<file path="config.mk">
export PLATFORM = sky130hd
export DESIGN_NAME = midi_voice_alloc
export DESIGN_NICKNAME = d
export VERILOG_FILES = /design/src/rtl/midi_voice_alloc.sv
export SDC_FILE = /design/constraint.sdc
export NUM_CORES = 1
export LEC_CHECK = 0
export CAP_MARGIN = 25
export CORE_MARGIN = 10
export CORE_UTILIZATION = 25
export DETAILED_ROUTE_END_ITERATION = 10
export GPL_TIMING_DRIVEN = 1
export MAX_ROUTING_LAYER = met4
export PLACE_DENSITY = 0.56
export SLEW_MARGIN = 20
export SYNTH_ARGS = -nofsm -noshare
export SYNTH_HDL_FRONTEND = slang
export SYNTH_SLANG_ARGS = --single-unit
</file>
<file path="constraint.sdc">
create_clock -name clk -period 2.7 [get_ports clk]
set_clock_uncertainty 0.2 [all_clocks]
set_input_delay 0.675 -clock clk [delete_from_list [all_inputs] [get_ports clk]]
set_output_delay 0.675 -clock clk [all_outputs]
set_load 0.03 [all_outputs]
</file>
<file path="src/rtl/midi_voice_alloc.sv">
// Polyphonic MIDI voice allocator: note-on/off and All-Notes-Off for one channel.
// Free voices are filled lowest-first; when all are sounding, the least-recently-used one is stolen.
module midi_voice_alloc #(
  parameter int NUM_VOICES = 4,
  localparam int VW = $clog2(NUM_VOICES)
) (
  input  logic                      clk,
  input  logic                      rst,
  input  logic                      en,
  input  logic [3:0]                chan_sel,
  input  logic                      cmd_valid,
  input  logic [7:0]                byte1,
  input  logic [7:0]                byte2,
  input  logic [7:0]                byte3,
  output logic                      cmd_ready,
  output logic [NUM_VOICES-1:0]     gen,
  output logic [7*NUM_VOICES-1:0]   note_out,
  output logic [7*NUM_VOICES-1:0]   velocity_out,
  output logic                      voice_upd,
  output logic [VW-1:0]             upd_voice,
  output logic                      stolen
);

  typedef enum logic [1:0] {IDLE, MATCH, COMMIT} state_t;
  typedef enum logic [1:0] {ACT_NONE, ACT_LOAD, ACT_OFF, ACT_ALLOFF} act_t;

  state_t                state_q, state_d;
  logic [3:0]            stat_q, stat_d;
  logic                  ok_q, ok_d;
  logic [6:0]            b2_q, b2_d;
  logic [6:0]            b3_q, b3_d;
  act_t                  act_q, act_d;
  logic [VW-1:0]         tgt_q, tgt_d;
  logic                  steal_q, steal_d;
  logic [NUM_VOICES-1:0] mask_q, mask_d;
  logic [NUM_VOICES-1:0] gen_q, gen_d;
  logic [6:0]            note_q [NUM_VOICES];
  logic [6:0]            note_d [NUM_VOICES];
  logic [6:0]            vel_q  [NUM_VOICES];
  logic [6:0]            vel_d  [NUM_VOICES];
  logic [VW-1:0]         rank_q [NUM_VOICES];
  logic [VW-1:0]         rank_d [NUM_VOICES];
  logic                  upd_q, upd_d;
  logic [VW-1:0]         upd_voice_q, upd_voice_d;
  logic                  stolen_q, stolen_d;

  logic                  hit, free_hit;
  logic [VW-1:0]         hit_idx, free_idx, lru_idx;
  logic [NUM_VOICES-1:0] hit_mask;
  logic                  note_on, note_off, all_off;

  // Data-byte MSBs carry no information in MIDI data bytes.
  logic unused_msbs;
  assign unused_msbs = byte2[7] ^ byte3[7];

  // Reverse scan so the lowest index wins among equal candidates.
  always_comb begin
    hit      = 1'b0;
    hit_idx  = '0;
    hit_mask = '0;
    free_hit = 1'b0;
    free_idx = '0;
    lru_idx  = '0;
    for (int i = NUM_VOICES - 1; i >= 0; i--) begin
      if (gen_q[i] && (note_q[i] == b2_q)) begin
        hit         = 1'b1;
        hit_idx     = VW'(i);
        hit_mask[i] = 1'b1;
      end
      if (!gen_q[i]) begin
        free_hit = 1'b1;
        free_idx = VW'(i);
      end
      if (rank_q[i] == '0) begin
        lru_idx = VW'(i);
      end
    end
  end

  assign note_on  = (stat_q == 4'h9) && (b3_q != '0);
  assign note_off = (stat_q == 4'h8) || ((stat_q == 4'h9) && (b3_q == '0));
  assign all_off  = (stat_q == 4'hB) && (b2_q == 7'd123);

  always_comb begin
    state_d     = state_q;
    stat_d      = stat_q;
    ok_d        = ok_q;
    b2_d        = b2_q;
    b3_d        = b3_q;
    act_d       = act_q;
    tgt_d       = tgt_q;
    steal_d     = steal_q;
    mask_d      = mask_q;
    gen_d       = gen_q;
    note_d      = note_q;
    vel_d       = vel_q;
    rank_d      = rank_q;
    upd_d       = 1'b0;
    upd_voice_d = upd_voice_q;
    stolen_d    = 1'b0;
    case (state_q)
      IDLE: begin
        if (cmd_valid) begin
          state_d = MATCH;
          stat_d  = byte1[7:4];
          ok_d    = en && (byte1[3:0] == chan_sel);
          b2_d    = byte2[6:0];
          b3_d    = byte3[6:0];
        end
      end
      MATCH: begin
        state_d = COMMIT;
        act_d   = ACT_NONE;
        tgt_d   = '0;
        steal_d = 1'b0;
        mask_d  = '0;
        if (ok_q) begin
          if (note_on) begin
            act_d = ACT_LOAD;
            if (hit) begin
              tgt_d = hit_idx;
            end else if (free_hit) begin
              tgt_d = free_idx;
            end else begin
              tgt_d   = lru_idx;
              steal_d = 1'b1;
            end
          end else if (note_off && hit) begin
            act_d  = ACT_OFF;
            tgt_d  = hit_idx;
            mask_d = hit_mask;
          end else if (all_off) begin
            act_d = ACT_ALLOFF;
          end
        end
      end
      COMMIT: begin
        state_d = IDLE;
        if (act_q != ACT_NONE) begin
          upd_d       = 1'b1;
          upd_voice_d = tgt_q;
          stolen_d    = steal_q;
        end
        case (act_q)
          ACT_LOAD: begin
            note_d[tgt_q] = b2_q;
            vel_d[tgt_q]  = b3_q;
            gen_d[tgt_q]  = 1'b1;
            for (int j = 0; j < NUM_VOICES; j++) begin
              if (rank_q[j] > rank_q[tgt_q]) begin
                rank_d[j] = rank_q[j] - VW'(1);
              end
            end
            rank_d[tgt_q] = VW'(NUM_VOICES - 1);
          end
          ACT_OFF:    gen_d = gen_q & ~mask_q;
          ACT_ALLOFF: gen_d = '0;
          default:    ;
        endcase
      end
      default: state_d = IDLE;
    endcase
  end

  always_ff @(posedge clk) begin
    if (!rst) begin
      state_q     <= IDLE;
      stat_q      <= '0;
      ok_q        <= 1'b0;
      b2_q        <= '0;
      b3_q        <= '0;
      act_q       <= ACT_NONE;
      tgt_q       <= '0;
      steal_q     <= 1'b0;
      mask_q      <= '0;
      gen_q       <= '0;
      upd_q       <= 1'b0;
      upd_voice_q <= '0;
      stolen_q    <= 1'b0;
      for (int i = 0; i < NUM_VOICES; i++) begin
        note_q[i] <= '0;
        vel_q[i]  <= '0;
        rank_q[i] <= VW'(i);
      end
    end else begin
      state_q     <= state_d;
      stat_q      <= stat_d;
      ok_q        <= ok_d;
      b2_q        <= b2_d;
      b3_q        <= b3_d;
      act_q       <= act_d;
      tgt_q       <= tgt_d;
      steal_q     <= steal_d;
      mask_q      <= mask_d;
      gen_q       <= gen_d;
      note_q      <= note_d;
      vel_q       <= vel_d;
      rank_q      <= rank_d;
      upd_q       <= upd_d;
      upd_voice_q <= upd_voice_d;
      stolen_q    <= stolen_d;
    end
  end

  always_comb begin
    note_out     = '0;
    velocity_out = '0;
    for (int i = 0; i < NUM_VOICES; i++) begin
      note_out[7*i +: 7]     = note_q[i];
      velocity_out[7*i +: 7] = vel_q[i];
    end
  end

  assign cmd_ready = (state_q == IDLE);
  assign gen       = gen_q;
  assign voice_upd = upd_q;
  assign upd_voice = upd_voice_q;
  assign stolen    = stolen_q;

endmodule
</file>
==> out/results.txt, run 1 <==
status - completed
clk_lat worst skew - 0.35 ns
die area - 25000 sq um
area leader, netlist - dfxtp_1
Synth async-reset ratio - 0%
Post-synth EDFFs - 0
Rows - 50
Crit Path Max Fanout - 5
Mapped Area - 4780 sq um
fillers - 1983
CTS tree - done
crit-path cells - nor2_1 -> clkdlybuf4s50_1
reg-to-reg slack, setup - 0.41 ns
Post-CTS Setup Repair Bufs - 0
dpl hpwl - 10.2 mm
first drt pass iteration count - 4
post-synth top area share - 42.8%
clock slew at reported path FFs - 0.06 ns
maximum level of the CTS H-tree - 3
element type at the critical path start - flip-flop
Critical-path top delay cell - clkdlybuf4s50_1
final hold vios - 0
Mapped Cells - 561
crit path DAT - 1.71 ns
Initial Util - 25.4%
core area - 18800 sq um
Die H - 158 um
crit-path leading delay family - buffers and inverters
RSZ-0062 raised after global routing - false
Critical Path Sink Type - primary output
Final period util - 95.6%
Slew headroom - 48.7%
final setup margin - 0.119 ns
drt drc - 0
Synth Flop Type - dfxtp_1
R2R depth - 8
required time worst endpoint - 1.82 ns
Total Routed Length - 13.7 mm
antenna diode count - 0
clk root buf - clkbuf_16
P_leak - 2.07 nW
final cell count without fillers - 885
# hold bufs at CTS - 0
IO Pins - 97
min cycle time layout - 2.58 ns
GP Congestion - 0.806
WHS Path Cells - 2
R2R Path Start - tgt_q[0]$_SDFFE_PN0N_
hold crit path type - flip-flop to flip-flop
area delta synth->final - 29.2%
Setup CP Type - flip-flop to primary output
synth top area cells - dfxtp_1 (43%), nand2_1 (13%), a21boi_0 (9.0%)
Port Buffer Count - 94
VDD IR max - 0.324 mV
overflow left after global routing - 0
post-CTS resize count - 0
Max stage delay on crit path - 0.73 ns
WHS Endpoint - velocity_out[26]$_SDFFE_PN0P_
layout cell share with drive strength beyond 1 - 6.61%
max-slew violations - 0
Yosys cell types - 48
nets - 693
initial antenna violation count - 0
vias per cell - 4.43
syn nets - 605
first-pass GRT wire length - 21.8 mm
pre-CTS setup slack - 0.416 ns
YS warnings - 0
first-iteration detailed-routing DRC count - 176
largest net degree at the start of global routing - 33
Worst-Margin Slew - 0.761 ns
CTS Buf Count - 9
sequential area share after synthesis - 42.8%
Cells after DPL - 872
DR vias - 3924
clk sinks - 102
Mean Syn Cell Area - 8.51 sq um
antenna-violating nets left - 0
Setup TNS Final - 0 ns
endpoints failing setup - 0
worst r2r dst - rank_q[5]$_SDFFE_PN0P_
Fmax - 387 MHz
Die Wd - 158 um
gr usage total - 11.4%
vias in the first global route - 3938
worst path bufs/invs - 1
Clock Tree Buf Depth - 2
PD cells - 473 nW/um^2
Hold Path Origin - velocity_out[26]$_SDFFE_PN0P_
Yosys reg bits - 102
Max Cap Viol - 0
drt wl/cell - 15.5 um
==> cell usage in the layout (no fill, tap or decap), types with 11 or more instances in the layout <==
master	instances
ha_1	12
a21boi_1	21
nor2b_1	12
nand2_1	168
clkdlybuf4s50_1	93
buf_4	19
o21ai_0	15
inv_1	11
xnor2_1	33
dfxtp_1	102
nor2_1	13
a21boi_0	57
==> cells by family after synthesis <==
logic type	count (synthesis)	share of synthesized area (%)
simple gates	239	22.3
fa+ha+maj	12	3.14
compound gates	123	18.7
buf+inv	47	5.53
xor+xnor	36	6.60
flops	102	42.8
mux	2	0.943
==> synthesized netlist by cell type (all sizes together), types with 2 or more instances <==
master   count
a211oi       2
a21boi      81
a21oi        4
a22oi        4
and2        12
and3         4
buf         23
clkbuf      13
dfxtp      102
ha          12
inv         11
mux4         2
nand2      168
nand2b       2
nand3        7
nand3b       2
nand4       10
nor2        13
nor2b       12
nor3         2
o2111ai      2
o211ai       4
o21a         3
o21ai       16
or3          2
xnor2       33
xor2         3
==> stage by stage <==
| stage | util [%] | power [mW] | hold slack, ns | cell area, sq um |
|---|---|---|---|---|
| 2_1_floorplan | - | 1.70 | 0.237 | 4780 |
| 6_report | 32.9 | 2.92 | 0.257 | 6170 |
| 3_5_place_dp | 31.6 | 1.78 | 0.250 | 5920 |
| 3_3_place_gp | 31.6 | 1.78 | 0.249 | 5920 |
| 5_1_grt | 32.9 | 3.01 | 0.276 | 6170 |
| 4_1_cts | 32.9 | 2.94 | 0.258 | 6170 |
==> how the worst max path moves through the flow <==
stage	endpoint	depth (start not counted)	from
3_3_place_gp	rank_q[5]$_SDFFE_PN0P_	8	tgt_q[0]$_SDFFE_PN0N_
5_1_grt	cmd_ready	2	state_q[0]$_SDFFE_PN0P_
6_report	cmd_ready	2	state_q[0]$_SDFFE_PN0P_
2_1_floorplan	rank_q[5]$_SDFFE_PN0P_	8	tgt_q[0]$_SDFFE_PN0N_
3_5_place_dp	rank_q[5]$_SDFFE_PN0P_	8	tgt_q[0]$_SDFFE_PN0N_
4_1_cts	cmd_ready	2	state_q[0]$_SDFFE_PN0P_
==> per-layer routing <==
layer,track usage [%],vias up,wire length [um]
met3,2.52,14,564
met4,3.44,0,170
li1,-,2042,-
met2,17.4,77,6240
met5,-,-,0
met1,14.9,1791,6730
==> area by class of cell <==
cell class | instances | area (sq um) | share of cell area, %
Clock inverter | 2 | 12.5 | 0.203
Inverter | 11 | 41.3 | 0.669
Sequential cell | 102 | 2040 | 33.1
Clock buffer | 11 | 233 | 3.77
Multi-Input combinational cell | 412 | 2470 | 40.0
Timing Repair Buffer | 113 | 1080 | 17.5
Tap cell | 234 | 293 | 4.75
==> power by group <==
part           leakage [nW]  internal [mW]  switching, mW
combinational          1.13         0.0973         0.0752
clock                 0.117          0.610          0.567
sequential            0.825           1.52         0.0443
total                  2.07           2.23          0.687
==> flip-flops by register name, summed over array words and instances (netlist names), 2 cells and up <==
name	cells
state_q	2
note_out	28
tgt_q	2
act_q	2
gen	4
upd_voice	2
stat_q	4
velocity_out	28
rank_q	8
b3_q	7
mask_q	4
b2_q	7
==> tightest hold or removal path, stage by stage, from the launching register on <==
cell,delay [ns]
dfxtp_1,0.31
nand2_1,0.05
a21boi_1,0.05
No activity file was read; power rests on OpenSTA's default activity.
==> inputs of run 2 (changes only) <==
--- a/config.mk
+++ b/config.mk
@@ -5,6 +5,7 @@
 export SDC_FILE = /design/constraint.sdc
 export NUM_CORES = 1
 export LEC_CHECK = 0
+export ABC_CLOCK_PERIOD_IN_PS = 2700
 export CAP_MARGIN = 25
 export CORE_MARGIN = 10
 export CORE_UTILIZATION = 25
==> constraint.sdc (replaced) <==
create_clock -name clk -period 2.7 [get_ports clk]
set_clock_uncertainty 0.2 [all_clocks]
set_input_delay 0.81 -clock clk [delete_from_list [all_inputs] [get_ports clk]]
set_output_delay 0.81 -clock clk [all_outputs]
set_load 0.03 [all_outputs]
==> out/results.txt, run 2 (same netlist as run 1, synthesis figures left out) <==
status - completed
PD cells - 474 nW/um^2 (+0.27%)
Die H - 158 um (unchanged)
Die Wd - 158 um (unchanged)
first-iteration detailed-routing DRC count - 204 (+16%)
pre-CTS setup slack - 0.356 ns (-0.0603 ns)
clock slew at reported path FFs - 0.07 ns (about the same)
largest net degree at the start of global routing - 27 (-18%)
VDD IR max - 0.287 mV (-12%)
Worst-Margin Slew - 0.720 ns (-0.0413 ns)
nets - 695 (+0.29%)
Final period util - 95.4% (-0.18 points)
Clock Tree Buf Depth - 2 (unchanged)
Crit Path Max Fanout - 7 (+2)
vias in the first global route - 4159 (+5.6%)
required time worst endpoint - 1.69 ns (-0.13 ns)
DR vias - 4023 (+2.5%)
worst r2r dst - rank_q[7]$_SDFFE_PN0P_
P_leak - 2.09 nW (+0.92%)
hold crit path type - flip-flop to flip-flop
CTS Buf Count - 9 (unchanged)
maximum level of the CTS H-tree - 3 (unchanged)
min cycle time layout - 2.58 ns (-0.00478 ns)
Port Buffer Count - 94 (unchanged)
Critical-path top delay cell - clkdlybuf4s50_1
Met2 Routed Length - 6.28 mm (+0.72%)
DRT met1 WL - 6.82 mm (+1.4%)
crit path DAT - 1.57 ns (-0.14 ns)
Hold Path Origin - velocity_out[12]$_SDFFE_PN0P_
antenna-violating nets left - 0 (unchanged)
max-slew violations - 0 (unchanged)
fillers - 2011 (+1.4%)
element type at the critical path start - flip-flop
Post-Route Utilization - 33.1% (+0.22 points)
Cells after DPL - 874 (+0.23%)
most common cell after layout, fill and taps aside - nand2_1
Max Used Layer - met4
Initial Util - 25.4% (unchanged)
clk sinks - 102 (unchanged)
R2R Path Start - tgt_q[0]$_SDFFE_PN0N_
# hold bufs at CTS - 0 (unchanged)
endpoints failing setup - 0 (unchanged)
CTS tree - done
Max Cap Viol - 0 (unchanged)
die area - 25000 sq um (unchanged)
Setup CP Type - flip-flop to primary output
Fmax - 388 MHz (+0.19%)
layout cell share with drive strength beyond 1 - 6.88% (+0.28 points)
Post-CTS Setup Repair Bufs - 0 (unchanged)
worst path bufs/invs - 1 (unchanged)
core area - 18800 sq um (unchanged)
Slew headroom - 51.5% (+2.8 points)
Total Routed Length - 13.8 mm (+0.62%)
crit-path cells - clkdlybuf4s50_1
WHS Path Cells - 2 (unchanged)
Critical Path Sink Type - primary output
RSZ-0062 raised after global routing - false
GP Congestion - 0.790 (-2.1%)
crit-path leading delay family - buffers and inverters
clk_lat worst skew - 0.35 ns (about the same)
Max stage delay on crit path - 0.76 ns (+0.03 ns)
initial antenna violation count - 0 (unchanged)
area delta synth->final - 30.0%
IO Pins - 97 (unchanged)
post-CTS resize count - 1 (+1)
commonest cells after routing, fill and taps aside - nand2_1 (168), dfxtp_1 (102), clkdlybuf4s50_1 (92)
Setup TNS Final - 0 ns (unchanged)
gr usage total - 11.7% (+0.27 points)
first-pass GRT wire length - 22.4 mm (+2.9%)
final hold vios - 0 (unchanged)
met3 WL post-DR - 561 um (-0.53%)
overflow left after global routing - 0 (unchanged)
clk root buf - clkbuf_16
R2R depth - 8 (unchanged)
final cell count without fillers - 889 (+0.45%)
WHS Endpoint - velocity_out[12]$_SDFFE_PN0P_
Hold WS - 0.255 ns (-0.00212 ns)
dpl hpwl - 10.4 mm (+2.3%)
first drt pass iteration count - 4 (unchanged)
Rows - 50 (unchanged)
final setup margin - 0.124 ns (+0.00478 ns)
vias per cell - 4.53 (+2.1%)
drt drc - 0 (unchanged)
drt wl/cell - 15.5 um (+0.17%)
reg-to-reg slack, setup - 0.35 ns (-0.06 ns)
==> run 2: cell types whose count changed in the layout (fill, tap and decap cells not counted) <==
cell	previous run	this run
dlygate4sd2_1	0	1
clkdlybuf4s50_1	93	92
buf_4	19	20
diode_2	0	1
clkbuf_1	2	3
clkinv_2	1	0
clkbuf_8	0	1
buf_12	0	1
==> run 2: layout make-up <==
class / count / area (sq um) / share of cell area, %
inverter: 11 / 41.3 / 0.665
timing repair buffer: 115 / 1100 / 17.8
antenna: 1 / 2.50 / 0.0403
sequential: 102 / 2040 / 32.9
tap: 234 / 293 / 4.71
multi-input combinational: 412 / 2470 / 39.8
clock buffer: 13 / 250 / 4.03
clock inverter: 1 / 7.51 / 0.121
==> run 2: report_power, final <==
part	leakage (nW)	internal, mW	switching (mW)
sequential	0.825	1.52	0.0444
clock	0.122	0.642	0.558
combinational	1.14	0.0998	0.0767
total	2.09	2.26	0.679
==> run 2: worst max-delay path by stage <==
stage / slack [ns] / depth (start not counted) / endpoint / from
4_1_cts: 0.10 / 1 / gen[3] / gen[3]$_SDFFE_PN0P_
6_report: 0.12 / 1 / gen[3] / gen[3]$_SDFFE_PN0P_
3_3_place_gp: 0.37 / 2 / cmd_ready / state_q[0]$_SDFFE_PN0P_
5_1_grt: 0.07 / 1 / gen[3] / gen[3]$_SDFFE_PN0P_
3_5_place_dp: 0.36 / 8 / rank_q[7]$_SDFFE_PN0P_ / tgt_q[0]$_SDFFE_PN0N_
2_1_floorplan: 0.44 / 8 / rank_q[5]$_SDFFE_PN0P_ / tgt_q[0]$_SDFFE_PN0N_
==> run 2: tightest hold or removal path, cell delays in order, from the launching register on <==
cell      delay, ns
dfxtp_1        0.31
nand2_1        0.05
a21boi_1       0.05
==> run 2: per-layer routing <==
metal	up-vias	GRT usage, %
li1	2052	-
met1	1876	15.0
met2	83	18.1
met3	12	3.09
met4	0	2.73
met5	-	-
==> run 2: per-stage QoR <==
step / instance area, sq um / power [mW]
final: 6210 / 2.94
after global routing: 6210 / 3.06
after CTS: 6210 / 2.98
after detailed placement: 5950 / 1.78
after global placement: 5950 / 1.78
after floorplan: 4780 / 1.70
==> inputs of run 3 (changes only) <==
--- a/config.mk
+++ b/config.mk
@@ -9,6 +9,7 @@
 export CAP_MARGIN = 25
 export CORE_MARGIN = 10
 export CORE_UTILIZATION = 25
+export CTS_CLUSTER_SIZE = 10
 export DETAILED_ROUTE_END_ITERATION = 10
 export GPL_TIMING_DRIVEN = 1
 export MAX_ROUTING_LAYER = met4
==> results of run 3 <==
The final DEF is identical to that of run 2; final timing and power are the same.
